**src/rtl/display_scan_driver.sv**
```systemverilog
// display_scan_driver
//   Drives a 6-digit multiplexed common-anode style 7-segment display and a PM lamp
//   from the binary time outputs of the clock core. At every frame start the time is
//   snapshotted and converted to BCD by a repeated-subtract FSM. All six digits and
//   the PM lamp are committed together. While any buzzer sounds, the whole display
//   blinks.
//
// Parameters
//   ScanDiv   clk cycles per digit slot (>= 8)
//   BlinkDiv  clk cycles per blink half-period (>= 2)
//
// Ports
//   clk_i, rst_ni         clock, asynchronous active-low reset
//   display_hour_i        binary hour (0-23 or 1-12)
//   display_min_i         binary minutes
//   display_sec_i         binary seconds
//   current_24_hour_i     24-hour value, used for PM detection
//   hour_format_i         1 = 12-hour mode, 0 = 24-hour mode
//   alarm_buzzer_i        alarm active
//   timer_buzzer_i        timer expired
//   seg_n_o               active-low segments, bit0=a ... bit6=g
//   dig_en_n_o            active-low one-hot digit enable, bit0=sec units, bit5=hour tens
//   pm_led_o              PM indicator
//   frame_start_o         one-cycle pulse at the start of each scan frame
//
// Optional feature
//   LEADING_ZERO_BLANK_EN: in 12-hour mode, a committed hour tens digit of 0 keeps
//   digit 5 dark for its whole slot.

module display_scan_driver #(
  parameter int unsigned ScanDiv  = 1000,
  parameter int unsigned BlinkDiv = 250000
) (
  input  logic       clk_i,
  input  logic       rst_ni,
  input  logic [7:0] display_hour_i,
  input  logic [7:0] display_min_i,
  input  logic [7:0] display_sec_i,
  input  logic [7:0] current_24_hour_i,
  input  logic       hour_format_i,
  input  logic       alarm_buzzer_i,
  input  logic       timer_buzzer_i,
  output logic [6:0] seg_n_o,
  output logic [5:0] dig_en_n_o,
  output logic       pm_led_o,
  output logic       frame_start_o
);

  localparam int unsigned PrescW = (ScanDiv > 1) ? $clog2(ScanDiv) : 1;
  localparam int unsigned BlinkW = (BlinkDiv > 1) ? $clog2(BlinkDiv) : 1;
  localparam logic [PrescW-1:0] PrescLast = PrescW'(ScanDiv - 1);
  localparam logic [BlinkW-1:0] BlinkLast = BlinkW'(BlinkDiv - 1);

  typedef enum logic [2:0] {
    StIdle,
    StConvSec,
    StConvMin,
    StConvHour,
    StCommit
  } state_e;

  function automatic logic [6:0] sat99(input logic [7:0] v);
    return (v > 8'd99) ? 7'd99 : v[6:0];
  endfunction

  function automatic logic [6:0] seg7(input logic [3:0] d);
    logic [6:0] s;
    case (d)
      4'd0:    s = 7'h40;
      4'd1:    s = 7'h79;
      4'd2:    s = 7'h24;
      4'd3:    s = 7'h30;
      4'd4:    s = 7'h19;
      4'd5:    s = 7'h12;
      4'd6:    s = 7'h02;
      4'd7:    s = 7'h78;
      4'd8:    s = 7'h00;
      4'd9:    s = 7'h10;
      default: s = 7'h7F;
    endcase
    return s;
  endfunction

  // Scan timing
  logic [PrescW-1:0] presc_q, presc_d;
  logic [2:0]        slot_q, slot_d;
  logic              frame_tick;

  // Conversion
  state_e          state_q, state_d;
  logic [6:0]      work_q, work_d;
  logic [3:0]      tens_q, tens_d;
  logic [6:0]      min_snap_q, min_snap_d;
  logic [6:0]      hour_snap_q, hour_snap_d;
  logic            pm_snap_q, pm_snap_d;
  logic [5:0][3:0] pend_q, pend_d;
  logic [5:0][3:0] bank_q, bank_d;
  logic            pm_q, pm_d;
`ifdef LEADING_ZERO_BLANK_EN
  logic            fmt_snap_q, fmt_snap_d;
  logic            fmt_q, fmt_d;
`endif

  // Blink
  logic [BlinkW-1:0] blink_cnt_q, blink_cnt_d;
  logic              blink_on_q, blink_on_d;
  logic              buzz;

  // Registered outputs
  logic [6:0] seg_n_q, seg_n_d;
  logic [5:0] dig_en_n_q, dig_en_n_d;
  logic       pm_led_q;
  logic       frame_start_q;
  logic [3:0] cur_digit;
  logic       hide_slot;

  assign frame_tick = (slot_q == 3'd0) && (presc_q == '0);

  always_comb begin
    presc_d = presc_q + 1'b1;
    slot_d  = slot_q;
    if (presc_q == PrescLast) begin
      presc_d = '0;
      slot_d  = (slot_q == 3'd5) ? 3'd0 : slot_q + 3'd1;
    end
  end

  always_comb begin
    state_d     = state_q;
    work_d      = work_q;
    tens_d      = tens_q;
    min_snap_d  = min_snap_q;
    hour_snap_d = hour_snap_q;
    pm_snap_d   = pm_snap_q;
    pend_d      = pend_q;
    bank_d      = bank_q;
    pm_d        = pm_q;
`ifdef LEADING_ZERO_BLANK_EN
    fmt_snap_d  = fmt_snap_q;
    fmt_d       = fmt_q;
`endif
    unique case (state_q)
      StIdle: begin
        // A frame start that arrives mid-conversion is simply ignored.
        if (frame_tick) begin
          work_d      = sat99(display_sec_i);
          tens_d      = '0;
          min_snap_d  = sat99(display_min_i);
          hour_snap_d = sat99(display_hour_i);
          pm_snap_d   = hour_format_i & (current_24_hour_i >= 8'd12);
`ifdef LEADING_ZERO_BLANK_EN
          fmt_snap_d  = hour_format_i;
`endif
          state_d     = StConvSec;
        end
      end
      StConvSec: begin
        if (work_q >= 7'd10) begin
          work_d = work_q - 7'd10;
          tens_d = tens_q + 4'd1;
        end else begin
          pend_d[0] = work_q[3:0];
          pend_d[1] = tens_q;
          work_d    = min_snap_q;
          tens_d    = '0;
          state_d   = StConvMin;
        end
      end
      StConvMin: begin
        if (work_q >= 7'd10) begin
          work_d = work_q - 7'd10;
          tens_d = tens_q + 4'd1;
        end else begin
          pend_d[2] = work_q[3:0];
          pend_d[3] = tens_q;
          work_d    = hour_snap_q;
          tens_d    = '0;
          state_d   = StConvHour;
        end
      end
      StConvHour: begin
        if (work_q >= 7'd10) begin
          work_d = work_q - 7'd10;
          tens_d = tens_q + 4'd1;
        end else begin
          pend_d[4] = work_q[3:0];
          pend_d[5] = tens_q;
          tens_d    = '0;
          state_d   = StCommit;
        end
      end
      StCommit: begin
        // Digits and lamp switch together so a frame never shows a torn time.
        bank_d  = pend_q;
        pm_d    = pm_snap_q;
`ifdef LEADING_ZERO_BLANK_EN
        fmt_d   = fmt_snap_q;
`endif
        state_d = StIdle;
      end
      default: state_d = StIdle;
    endcase
  end

  assign buzz = alarm_buzzer_i | timer_buzzer_i;

  always_comb begin
    blink_cnt_d = blink_cnt_q + 1'b1;
    blink_on_d  = blink_on_q;
    if (!buzz) begin
      // Clearing here guarantees a fresh buzzer always starts visible.
      blink_cnt_d = '0;
      blink_on_d  = 1'b1;
    end else if (blink_cnt_q == BlinkLast) begin
      blink_cnt_d = '0;
      blink_on_d  = ~blink_on_q;
    end
  end

  always_comb begin
    cur_digit = '0;
    case (slot_q)
      3'd0:    cur_digit = bank_q[0];
      3'd1:    cur_digit = bank_q[1];
      3'd2:    cur_digit = bank_q[2];
      3'd3:    cur_digit = bank_q[3];
      3'd4:    cur_digit = bank_q[4];
      3'd5:    cur_digit = bank_q[5];
      default: cur_digit = '0;
    endcase
  end

`ifdef LEADING_ZERO_BLANK_EN
  assign hide_slot = (slot_q == 3'd5) && (bank_q[5] == 4'd0) && fmt_q;
`else
  assign hide_slot = 1'b0;
`endif

  always_comb begin
    seg_n_d    = blink_on_q ? seg7(cur_digit) : 7'h7F;
    dig_en_n_d = ~(6'b1 << slot_q);
    // First cycle of each slot is dark so the previous digit cannot ghost.
    if (!blink_on_q || (presc_q == '0) || hide_slot) begin
      dig_en_n_d = 6'h3F;
    end
  end

  always_ff @(posedge clk_i or negedge rst_ni) begin
    if (!rst_ni) begin
      presc_q       <= '0;
      slot_q        <= '0;
      state_q       <= StIdle;
      work_q        <= '0;
      tens_q        <= '0;
      min_snap_q    <= '0;
      hour_snap_q   <= '0;
      pm_snap_q     <= 1'b0;
      pend_q        <= '0;
      bank_q        <= '0;
      pm_q          <= 1'b0;
`ifdef LEADING_ZERO_BLANK_EN
      fmt_snap_q    <= 1'b0;
      fmt_q         <= 1'b0;
`endif
      blink_cnt_q   <= '0;
      blink_on_q    <= 1'b1;
      seg_n_q       <= 7'h7F;
      dig_en_n_q    <= 6'h3F;
      pm_led_q      <= 1'b0;
      frame_start_q <= 1'b0;
    end else begin
      presc_q       <= presc_d;
      slot_q        <= slot_d;
      state_q       <= state_d;
      work_q        <= work_d;
      tens_q        <= tens_d;
      min_snap_q    <= min_snap_d;
      hour_snap_q   <= hour_snap_d;
      pm_snap_q     <= pm_snap_d;
      pend_q        <= pend_d;
      bank_q        <= bank_d;
      pm_q          <= pm_d;
`ifdef LEADING_ZERO_BLANK_EN
      fmt_snap_q    <= fmt_snap_d;
      fmt_q         <= fmt_d;
`endif
      blink_cnt_q   <= blink_cnt_d;
      blink_on_q    <= blink_on_d;
      seg_n_q       <= seg_n_d;
      dig_en_n_q    <= dig_en_n_d;
      pm_led_q      <= pm_q;
      frame_start_q <= frame_tick;
    end
  end

  assign seg_n_o       = seg_n_q;
  assign dig_en_n_o    = dig_en_n_q;
  assign pm_led_o      = pm_led_q;
  assign frame_start_o = frame_start_q;

endmodule

```
**config.mk**
```make
export PLATFORM = sky130hd
export DESIGN_NAME = display_scan_driver
export DESIGN_NICKNAME = d
export VERILOG_FILES = /design/src/rtl/display_scan_driver.sv
export SDC_FILE = /design/constraint.sdc
export NUM_CORES = 1
export LEC_CHECK = 0
export ABC_CLOCK_PERIOD_IN_PS = 2900
export BUFFER_PORTS_ARGS = -buffer_cell sky130_fd_sc_hd__buf_4
export CAP_MARGIN = 15
export CORE_UTILIZATION = 56
export CTS_BUF_LIST = sky130_fd_sc_hd__clkbuf_4 sky130_fd_sc_hd__clkbuf_8
export CTS_CLUSTER_SIZE = 20
export DETAILED_ROUTE_END_ITERATION = 10
export GPL_ROUTABILITY_DRIVEN = 0
export GPL_TIMING_DRIVEN = 0
export PLACE_DENSITY = 0.87
export SYNTH_ARGS = -nofsm -noshare
export SYNTH_HDL_FRONTEND = slang
export SYNTH_SLANG_ARGS = --single-unit
```
**constraint.sdc**
```tcl
create_clock -name clk_i -period 2.9 [get_ports clk_i]
set_clock_uncertainty 0.15 [all_clocks]
set_input_delay 0.58 -clock clk_i [delete_from_list [all_inputs] [get_ports clk_i]]
set_output_delay 0.58 -clock clk_i [all_outputs]
set_load 0.03 [all_outputs]
```
==> run metrics <==
Cell Chain, Critical Path=buf_2 -> and2_1 -> ha_1 -> a222oi_1 -> buf_4 -> ha_1 -> inv_1 -> mux2_2 -> nand3_1 -> o31a_1; ys flop type=dfrtp_1; syn_area_per_cell=about 11 um^2; area occupied by multi-input gates=approximately 2500 um^2; Distinct cells, synth=64; H-tree Lvls=4; Final Hold Fails=0; Crit Path Max Fanout=10; power per cell area=824.0 nW/um^2; PortBufs=between 40 and 50; Mapped Area=~5900 um^2; clk_lat worst skew=roughly 0.43 ns; Final min period=between 2 and 3 ns; critical path type=flip-flop to flip-flop; Vias per Instance=about 5.7; DRC=0; synth warn=0; status=complete, no violations; crit path max-delay cell type=dfrtp_1; first-pass GRT wire length=20.76 mm; post-synth net total=580; NumNets Final=652; Slew Viols, Final=0; GRT Total Usage=0.2429; DRT Pass-1 Iters=7; Starting Density=0.5747; worst r2r path cells=10; area delta synth->final=17.71%; per-cell routed wire length=around 16 um; Total Power=around 0.0057 W; maximum vdd drop=a little under 0.0004 V; Hold WC Path Type=input pin to flip-flop; cell count after placement=just over 700; detailed router's first-iteration violation count=between 200 and 300; FF-to-FF Start=slot_q[0]; Crit. Startpoint=slot_q[0]; layout cells sized above 1=0.2982; commonest cells after routing, fill and taps aside=dfrtp_1, mux2_2, buf_4, nor2_1, nand2_1; grt ovf=0; storage element area=about 3100 um^2; CTS Sinks=125; largest net degree at the start of global routing=roughly 100; Worst Setup Start Kind=flip-flop; clock root buffer=clkbuf_8; synthesized instance count=roughly 530; top cell family by delay on the critical path=compound AO/OA/AOI/OAI gates; # fillers=approximately 730; crit path capture type=flip-flop; max-cap viol count=0; Worst-path clk slew=0.07 ns; Final setup viols=0; Fin Setup TNS=0 ns; ys async rst share=1.000; WP buf/inv=3; dpl hpwl=8.265 mm; row count=37; Crit path required time=between 3 and 4 ns; RR Endpoint=seg_n_o[3]; CTS tree=built; RSZ-0062 raised after global routing=no; Crit path arrival time=a little under 3 ns; CTS buffer count=17; Worst path max stage delay=approximately 0.45 ns; register bit total from synthesis=around 130; clk buf depth=2; DIE HEIGHT=~100 um; vias=~4,300; Max-slew headroom=0.5433; initial antenna violation count=0; core region area=approximately 10,000 um^2; most used cell along the critical path=ha_1; WHS=~0.15 ns; R2R setup slack=~0.24 ns; Critical Path End=seg_n_o[3]; LEAKAGE=between 3 and 4 nW; fmax=~380 MHz; commonest non-fill, non-tap cell in the layout=dfrtp_1; Seq/Total Area, Yosys=0.5350; Post-synth EDFFs=0; die width=approximately 100 um; measured slew at the worst slew-check pin=just under 0.7 ns; CP Depth=10; ANT nets after route=0; drt total wl=between 10 and 15 mm; diode count=0; period utilisation layout=0.9187; total die area=about 11,000 um^2; vias in the first global route=about 4,300; final std cells w/o fill=753; I/O pins=52
-- worst register-to-register path, delay by kind of cell, from the launching register on --
kind / cells / cell delay [ns]
AO/OA/AOI/OAI: 2 / 0.61
buffers and inverters: 3 / 0.49
flip-flops: 1 / 0.45
adder cells (fa/ha/maj): 2 / 0.39
AND/OR/NAND/NOR: 2 / 0.27
multiplexers: 1 / 0.25
-- report_power, final --
part	internal (W)	total, W	switching, W
combinational	0.000777	0.00162	0.000844
clock	0.000985	0.00166	0.000677
sequential	0.00213	0.00242	0.000292
-- worst min-delay path by stage --
stage,startpoint,end,cells past startpoint
after detailed placement,pm_q,pm_led_o,0
after CTS,alarm_buzzer_i,blink_on_q,2
after global routing,alarm_buzzer_i,blink_on_q,2
after floorplan,rst_ni,bank_q[0],0
after global placement,pm_q,pm_led_o,0
final,alarm_buzzer_i,blink_on_q,2
-- repair_timing --
action / 4_1_cts / 5_1_grt
gates resized for setup: 0 / 2
hold buffers: 1 / 0
buffers inserted: 3 / 0
endpoints found under the hold margin: 10 / 0
pin swaps: 2 / 0
setup endpoints to repair: 7 / 4
cloned: 0 / 0
-- sequential cells by signal, summed over array words and instances (netlist names) --
signal         cells
bank_q            24
pend_q            24
blink_cnt_q       18
presc_q           10
hour_snap_q        7
min_snap_q         7
seg_n_o            7
work_q             7
dig_en_n_o         6
tens_q             4
slot_q             3
state_q            3
blink_on_q         1
frame_start_o      1
pm_led_o           1
pm_q               1
pm_snap_q          1
-- cell type report --
| type | count | share of cell area |
|---|---|---|
| flip-flops and latches | 125 | 0.4547 |
| clock inverters | 12 | 0.02405 |
| inverters | 22 | 0.01193 |
| clock buffers | 20 | 0.03887 |
| plain buffers | 24 | 0.01736 |
| multi-input cells | 360 | 0.3661 |
| repair buffers | 54 | 0.06238 |
| well taps | 136 | 0.02459 |
-- through the flow --
step / setup WS (ns) / util / area, um^2
after floorplan: 0.09521 / - / 5879
after global placement: -0.3993 / 0.6272 / 6417
after detailed placement: -0.5400 / 0.6303 / 6449
after CTS: 0.1689 / 0.6757 / 6913
after global routing: 0.06156 / 0.6764 / 6920
final: 0.2358 / 0.6764 / 6920
-- metal layers --
metal  share of wire  track usage
met5               0            0
met4           0.017      0.09082
met3           0.042      0.06266
met2            0.51       0.4021
met1            0.43       0.3072
-- cells by family (layout without fill, tap and decap cells) --
family,Yosys count,in the layout,synth area share
mux,57,57,0.1147
fa+ha+maj,11,11,0.02341
simple gates,193,193,0.1671
compound gates,69,69,0.08002
buf+inv,47,132,0.03511
xor+xnor,30,30,0.04469
flops,125,125,0.5350
-- cell usage after synthesis (2+ instances only) --
cell type  count  area share
a21oi_1       13       0.011
a221oi_1       2      0.0030
a222oi_1       4      0.0068
a31oi_1       13       0.014
and2_1         4      0.0043
buf_1          3      0.0019
buf_2          5      0.0043
buf_4          2      0.0026
buf_6          2      0.0038
clkbuf_1      12      0.0077
dfrtp_1      111        0.47
dfstp_2       14       0.063
ha_1          11       0.023
inv_1         22       0.014
mux2_2        53        0.10
mux4_2         3       0.011
nand2_1       46       0.029
nand2b_1       2      0.0021
nand3_1       29       0.025
nand4_1        4      0.0043
nor2_1        52       0.033
nor2b_1        7      0.0074
nor3_1        15       0.013
nor3b_1        4      0.0051
nor3b_2        2      0.0043
nor4_1         5      0.0053
nor4b_1        2      0.0030
o21ai_0       17       0.014
o221ai_1       2      0.0030
o31a_1         2      0.0030
o31ai_1        2      0.0026
or2_2          2      0.0021
or3_1          6      0.0064
xnor2_1       11       0.016
xor2_1        19       0.028
(Power assumes the default switching activity.)
